File: src/rtl/ex_stage.sv
// Execute stage: operand-B select, single-cycle ALU, and iterative 32-bit unsigned
// multiply/divide into HI/LO with a stall request while the iteration runs.
module ex_stage (
    input  logic        clk,
    input  logic        rst,
    input  logic        valid,
    input  logic [3:0]  alu_ctl,
    input  logic        ALUSrc,
    input  logic [31:0] rd1,
    input  logic [31:0] rd2,
    input  logic [31:0] imm_ext,
    input  logic [4:0]  shamt,
    output logic [31:0] ALUout,
    output logic        zero,
    output logic        stall
);

    localparam logic [3:0] OP_AND   = 4'b0000;
    localparam logic [3:0] OP_OR    = 4'b0001;
    localparam logic [3:0] OP_ADD   = 4'b0010;
    localparam logic [3:0] OP_SLL   = 4'b0011;
    localparam logic [3:0] OP_SRL   = 4'b0100;
    localparam logic [3:0] OP_SUB   = 4'b0110;
    localparam logic [3:0] OP_SLT   = 4'b0111;
    localparam logic [3:0] OP_MULTU = 4'b1000;
    localparam logic [3:0] OP_DIVU  = 4'b1001;
    localparam logic [3:0] OP_MFHI  = 4'b1010;
    localparam logic [3:0] OP_MFLO  = 4'b1011;
    localparam logic [3:0] OP_NOR   = 4'b1100;

    typedef enum logic [1:0] {
        S_IDLE = 2'd0,
        S_MUL  = 2'd1,
        S_DIV  = 2'd2,
        S_DONE = 2'd3
    } state_t;

    state_t      state_q;
    logic [4:0]  cnt_q;
    logic [63:0] work_q;
    logic [31:0] opb_q;
    logic [31:0] hi_q;
    logic [31:0] lo_q;

    logic        is_md;
    logic        start;
    logic [31:0] op_b;
    logic [31:0] alu_res;

    logic [32:0] mul_sum;
    logic [63:0] mul_next;
    logic [32:0] div_shift;
    logic [31:0] div_diff;
    logic        div_ge;
    logic [63:0] div_next;

    assign is_md = (alu_ctl == OP_MULTU) || (alu_ctl == OP_DIVU);
    assign start = valid && is_md;
    assign op_b  = ALUSrc ? imm_ext : rd2;

    // Shift-add: work_q = {partial product, remaining multiplier bits}.
    assign mul_sum  = {1'b0, work_q[63:32]} + (work_q[0] ? {1'b0, opb_q} : 33'd0);
    assign mul_next = {mul_sum, work_q[31:1]};

    // Restoring divide: work_q = {partial remainder, dividend/quotient bits}.
    assign div_shift = {work_q[63:32], work_q[31]};
    assign div_ge    = (div_shift >= {1'b0, opb_q});
    assign div_diff  = div_shift[31:0] - opb_q;
    assign div_next  = {(div_ge ? div_diff : div_shift[31:0]), work_q[30:0], div_ge};

    always_ff @(posedge clk or posedge rst) begin
        if (rst) begin
            state_q <= S_IDLE;
            cnt_q   <= 5'd0;
            work_q  <= 64'd0;
            opb_q   <= 32'd0;
            hi_q    <= 32'd0;
            lo_q    <= 32'd0;
        end else begin
            case (state_q)
                S_IDLE: begin
                    if (start) begin
                        work_q  <= {32'd0, rd1};
                        opb_q   <= rd2;
                        cnt_q   <= 5'd0;
                        state_q <= (alu_ctl == OP_MULTU) ? S_MUL : S_DIV;
                    end
                end
                S_MUL: begin
                    work_q <= mul_next;
                    cnt_q  <= cnt_q + 5'd1;
                    if (cnt_q == 5'd31) begin
                        hi_q    <= mul_next[63:32];
                        lo_q    <= mul_next[31:0];
                        state_q <= S_DONE;
                    end
                end
                S_DIV: begin
                    work_q <= div_next;
                    cnt_q  <= cnt_q + 5'd1;
                    if (cnt_q == 5'd31) begin
                        hi_q    <= div_next[63:32];
                        lo_q    <= div_next[31:0];
                        state_q <= S_DONE;
                    end
                end
                S_DONE: begin
                    state_q <= S_IDLE;
                end
                default: begin
                    state_q <= S_IDLE;
                end
            endcase
        end
    end

    // Gated by rst so the request drops the instant reset is asserted.
    assign stall = !rst && (((state_q == S_IDLE) && start) ||
                            (state_q == S_MUL) || (state_q == S_DIV));

    always_comb begin
        alu_res = 32'd0;
        case (alu_ctl)
            OP_AND:  alu_res = rd1 & op_b;
            OP_OR:   alu_res = rd1 | op_b;
            OP_ADD:  alu_res = rd1 + op_b;
            OP_SUB:  alu_res = rd1 - op_b;
            OP_SLT:  alu_res = {31'd0, ($signed(rd1) < $signed(op_b))};
            OP_NOR:  alu_res = ~(rd1 | op_b);
            OP_SLL:  alu_res = op_b << shamt;
            OP_SRL:  alu_res = op_b >> shamt;
            OP_MFHI: alu_res = hi_q;
            OP_MFLO: alu_res = lo_q;
            default: alu_res = 32'd0;
        endcase
    end

    always_comb begin
        ALUout = 32'd0;
        if (state_q == S_IDLE) begin
            ALUout = alu_res;
        end
    end

    assign zero = (ALUout == 32'd0);

endmodule
File: config.mk
export PLATFORM = sky130hd
export DESIGN_NAME = ex_stage
export DESIGN_NICKNAME = d
export VERILOG_FILES = /design/src/rtl/ex_stage.sv
export SDC_FILE = /design/constraint.sdc
export NUM_CORES = 1
export LEC_CHECK = 0
export CAP_MARGIN = 20
export CORE_ASPECT_RATIO = 1.4
export CORE_MARGIN = 2
export CORE_UTILIZATION = 45
export CTS_CLUSTER_DIAMETER = 60
export CTS_CLUSTER_SIZE = 20
export DETAILED_ROUTE_END_ITERATION = 8
export PLACE_DENSITY = 0.6
export SLEW_MARGIN = 10
export SYNTH_ARGS = -nofsm -noshare
export SYNTH_HDL_FRONTEND = slang
export SYNTH_SLANG_ARGS = --single-unit
File: constraint.sdc
create_clock -name clk -period 17.8 [get_ports clk]
set_input_delay 3.56 -clock clk [delete_from_list [all_inputs] [get_ports clk]]
set_output_delay 3.56 -clock clk [all_outputs]
set_load 0.02 [all_outputs]
; Yosys cells after proc, flatten, opt, wreduce, memory -nomap -nowiden
; Index checks and enable logic that the tools add are counted.
[totals]
regBits = 167
latch_bits = 0
ramBits = 0
romBits = 0
inputBits = 109
output_inout_bits = 34
word_cells = 75
n_memories = 0
[op_classes]
addsub = 5
multipliers = 0
div_mod_pow = 0
magnitude_cmp = 2
eq_ne = 19
n_shift = 2
mux = 19
n_bitwise = 3
n_reduce_logical = 19
[ops]
columns = cell, count
row1 = $pmux 32 s10, 1
row2 = $mux 32, 8
row3 = $pmux 64 s3, 1
row4 = $pmux 32 s2, 2
row5 = $mux 64, 1
row6 = $sub 32x32->32, 2
row7 = $add 32x32->33, 1
row8 = $ge 33x32->1, 1
row9 = $add 32x32->32, 1
row10 = $and 32x32->32, 1
row11 = $logic_not 32->1, 1
row12 = $lt 32x32->1, 1
row13 = $not 32->32, 1
row14 = $or 32x32->32, 1
row15 = $shl 32x5->32, 1
row16 = $shr 32x5->32, 1
row17 = $eq 4x4->1 const B, 5
row18 = $eq 4x3->1 const B, 3
row19 = $pmux 5 s2, 1
row20 = $eq 4x2->1 const B, 2
row21 = $reduce_and 2->1, 4
row22 = $mux 2, 3
row23 = $ne 2x2->1 const B, 3
row24 = $pmux 2 s3, 1
row25 = other kinds (16), 22

; Logic depth before layout (Yosys ltp)
[logic_depth]
ltp_word = 7
mapped_depth = 22
depth_no_buf = 16

; Least setup slack after synthesis
; OpenSTA, ideal clock, no wires.
[synth_path]
kind = in2out
startpoint = input ALUSrc
endpoint = output zero
t_arrival_ns = 8.956
t_required_ns = 14.240
path_slack_ns = 5.284
cell_stages = 21
path_buffers = 7
cell_sequence = buf_6 buf_6 buf_6 buf_6 buf_2 buf_1 clkbuf_1 mux2i_1 inv_1 fa_1 or2_2 a211oi_1 o211ai_1 a31oi_1 nor3_1 o21ai_0 a31oi_1 a2111oi_0 nand3b_1 or4_1 and4bb_1
[synth_between]
elab_chain_len = 6
[synth_rtl]
columns = item, line_no
row1 = start: declaration, 8  ; input logic ALUSrc,
row2 = $mux 32 (*), 59  ; assign op_b = ALUSrc ? imm_ext : rd2;
row3 = "parallel branches: the longest is 2 deep, another holds $sub 32x32->32", --
row4 = $pmux 32 s10 (*), 123  ; case (alu_ctl)
row5 = $mux 32 (*), 140  ; if (state_q == S_IDLE) begin
row6 = net ALUout[18], 13  ; output logic [31:0] ALUout,
row7 = $logic_not 32->1 (*), 145  ; assign zero = (ALUout == 32'd0);
row8 = end: declaration, 14  ; output logic zero,
; Mark *: on every way through the listed nets, which the timed path passes.

; Final worst setup path
[layout_path]
startpoint = input ALUSrc
endpoint = output zero
[layout_between]
elab_chain_len = 6
[layout_rtl]
columns = item, line_no
row1 = $mux 32 (*), 59
row2 = "parallel branches: the longest is 2 deep, another holds $sub 32x32->32", --
row3 = $pmux 32 s10 (*), 123
row4 = $mux 32 (*), 140
row5 = $logic_not 32->1 (*), 145
; Mark *: on every way between the ends.

==> metrics.yaml <==
fp.coreArea_mm2: 0.0533
syn_inst: 3018
root_buffer: "clkbuf_16"
synth-edff-count: 0
path_max_fanout: 52
row_count: 100
worstPathRequired_ns: 14.24
synth-main-ff-cell: "dfrtp_1"
worstPathArrival_ns: 10.00
first_pass_iters: 7
crit_cells: 16
grt_max_degree: 101
cts_buffers: 17
crit_path_end: "zero"
path_cells: "buf_4, buf_4, mux2i_1, ha_1, o21ba_2, a311oi_1, a211oi_1, o211ai_1, a2111oi_0, a41o_1, o2111ai_1, nor4_2, nand3b_1, or4_1, and4bb_1, clkdlybuf4s50_1"
yosysUniqueCellTypes: 97
instances_no_fill: 3746
die_y_um: 279
start_kind: "primary input"
preCtsSetupSlack_ns: 4.35
async_flop_share_pct: 100
grt_pass1_vias: 25300
setup_tns_ns: 0
ff2ff_path_depth: 15
cts.clk_slew.worst_paths_ns: 0.08
crit_path_frequent_cell: "buf_4"
period_minus_slack_ns: 13.56
crit_type: "primary input to primary output"
track_usage_pct: 43.2
postSynthAreaPerCell_um2: 8.06
synth.top_cells.by_area: "dfrtp_1 17%, ha_1 9.2%, mux2i_1 8.0%"
dp_cells: 3711
fin_skew_ns: 0.0207
r2r_setup_slack_ns: 13.16
drive_gt1_share_pct: 10.2
nNetsFinal: 3309
drc_errors: 0
period_share_pct: 76.2
worst_ir_drop_vdd_v: 0.000184
cts.sinks: 167
grt_pass1_wl_mm: 177
grt_setup_unrepaired: "false"
dp_hpwl_mm: 96.1
overflow: 0
fillCellCount: 5254
seq_area_frac_synth_pct: 17.2
drt-initial-drc-count: 2802
cp-startpoint: "ALUSrc"
port-buffer-count: 142
tightestPinTransition_ns: 1.19
via_per_inst: 7.00
wl_per_cell_um: 33.0
clock_latency_ns: 0.49
clk_path_buf_depth: 2
postPlaceCellArea_mm2: 0.0260
finalHoldViolations: 0
worstSetupEndpointType: "primary output"
max_stage_delay_ns: 0.80
cts_hold_buffers: 0
worst-path-buf-inv: 3
routed_wl_mm: 124
cts_tree: "yes"
die-area_mm2: 0.0560
vias: 26200
pin_count: 143
hp-class: "flop to flop"
die_w_um: 201
grt_antenna_before_repair: 5
p_leak_nw: 11.3
synth_top_area_cell: "dfrtp_1"
area_growth_syn_to_layout_pct: 9.62
cp_top_family: "compound AO/OA/AOI/OAI gates"
slew_headroom_pct: 19.5
setup_viol: 0
maxCapViolCount: 0
final_area_mm2: 0.0267
ant_nets: 0
htreeDepth: 4
synth-seq-cells: 167
drv_slew: 0
synth_nets: 3310
cts_resized: 0
cpMaxStageDelayCell: "a2111oi_0"
power.total_mw: 3.09
timing.rr.start: "opb_q[0]$_DFFE_PP0P_"
postCtsSetupBuffers: 0
hp-start: "lo_q[10]$_DFFE_PP0P_"
outcome: "complete, no violations"
layout_setup_ws_ns: 4.24
yosysWarnings: 0
p_per_area_mw_per_mm2: 116
gp_congestion: 1.06
timing.fmax_mhz: 73.8
initial_core_util_pct: 45.7
syn_area_mm2: 0.0243
r2r-end: "work_q[61]$_DFFE_PP0P_"
yosys.area.top_type_share_pct: 17.2
## worst min-delay path, stage by stage (launching register included)
cell,delay (ns)
dfrtp_1,0.35
nand2_1,0.04
o21ai_0,0.06
## flip-flops by register name, summed over array words and instances (netlist names)
register,count
cnt_q,5
hi_q,32
lo_q,32
opb_q,32
state_q,2
work_q,64
## cell families (layout without fill, tap and decap cells)
logic type | count (synthesis) | after routing | synth area share (%)
simple gates | 915 | 915 | 17.9
compound gates | 945 | 945 | 26.4
flops | 167 | 167 | 17.2
buf+inv | 371 | 383 | 6.80
mux | 362 | 362 | 19.5
xor+xnor | 75 | 75 | 2.70
other cells | 0 | 2 | 0
fa+ha+maj | 183 | 183 | 9.53
## layout make-up
type | count | area (um2) | area share, %
tap | 714 | 893 | 3.35
multi-input combinational | 2480 | 18600 | 69.7
clock inverter | 15 | 203 | 0.760
timing repair buffer | 190 | 1770 | 6.64
antenna | 2 | 5.00 | 0.0188
inverter | 161 | 609 | 2.28
sequential | 167 | 4180 | 15.7
clock buffer | 17 | 425 | 1.59
## cell usage after synthesis (12+ instances only)
cell and instances:
buf_2 36, buf_1 21, nand3_1 60, o21ai_0 200, mux2_2 71, xnor2_1 51
buf_6 18, a221o_1 14, a21o_1 43, o211ai_1 33, o21bai_1 20, o22ai_1 24
a211oi_1 49, a221oi_1 17, xor2_1 24, o21a_1 24, nand2b_1 22, clkbuf_1 121
o31ai_1 16, and2_1 49, dfrtp_1 167, and3_1 24, mux2i_1 194, a31oi_1 37
nor2_1 228, a22o_1 12, or2_2 21, nor2b_1 28, o221ai_1 50, inv_1 155
a21oi_1 183, mux4_2 79, ha_1 179, nor4_1 16, nand2_1 324, a22oi_1 71
a311oi_1 14, nor3_1 55, nand4_1 14, or3_1 18
## placed cells by master (no fill, tap or decap), types with 24 or more instances in the layout
master and n:
xor2_1 24, mux4_2 79, nand2_1 324, xnor2_1 51
and2_1 49, mux2i_1 193, a22oi_1 71, nor2b_1 28
o22ai_1 24, o21a_1 24, nor3_1 54, dfrtp_1 167
o221ai_1 50, ha_1 177, nor2_1 227, a31oi_1 37
mux2_2 71, buf_4 51, a211oi_1 49, inv_1 154
o21ai_0 199, clkdlybuf4s50_1 137, a21o_1 43, a21oi_1 183
o211ai_1 33, nand3_1 60, and3_1 24
## worst min-delay path by stage
stage                                end  slack [ns]  cells past startpoint
floorplan           lo_q[11]$_DFFE_PP0P_        0.44                      2
detailed placement  lo_q[15]$_DFFE_PP0P_        0.48                      2
global placement     lo_q[3]$_DFFE_PP0P_        0.47                      2
CTS                 lo_q[15]$_DFFE_PP0P_        0.49                      2
global route        lo_q[14]$_DFFE_PP0P_        0.52                      2
finish              lo_q[10]$_DFFE_PP0P_        0.49                      2
## routing by layer
layer | up-vias | global-route usage (%) | wire (um)
met3 | 529 | 8.31 | 10200
met1 | 12700 | 48.1 | 43300
li1 | 11300 | - | -
met2 | 1689 | 70.6 | 56900
met4 | 6 | 38.6 | 13400
met5 | - | 0 | 41
## where the power goes
group / internal (mW) / leakage (nW) / switching (mW)
registers: 0.487 / 2.22 / 0.151
clock network: 0.192 / 0.297 / 0.202
logic: 0.762 / 8.80 / 1.30
## per-stage QoR
stage	hold slack (ns)	util, %
after floorplan	0.444	-
after global placement	0.472	48.8
after detailed placement	0.476	48.8
after CTS	0.494	50.0
after global routing	0.519	50.0
final	0.490	50.1
Note: power is estimated with default switching activity, not from simulation.
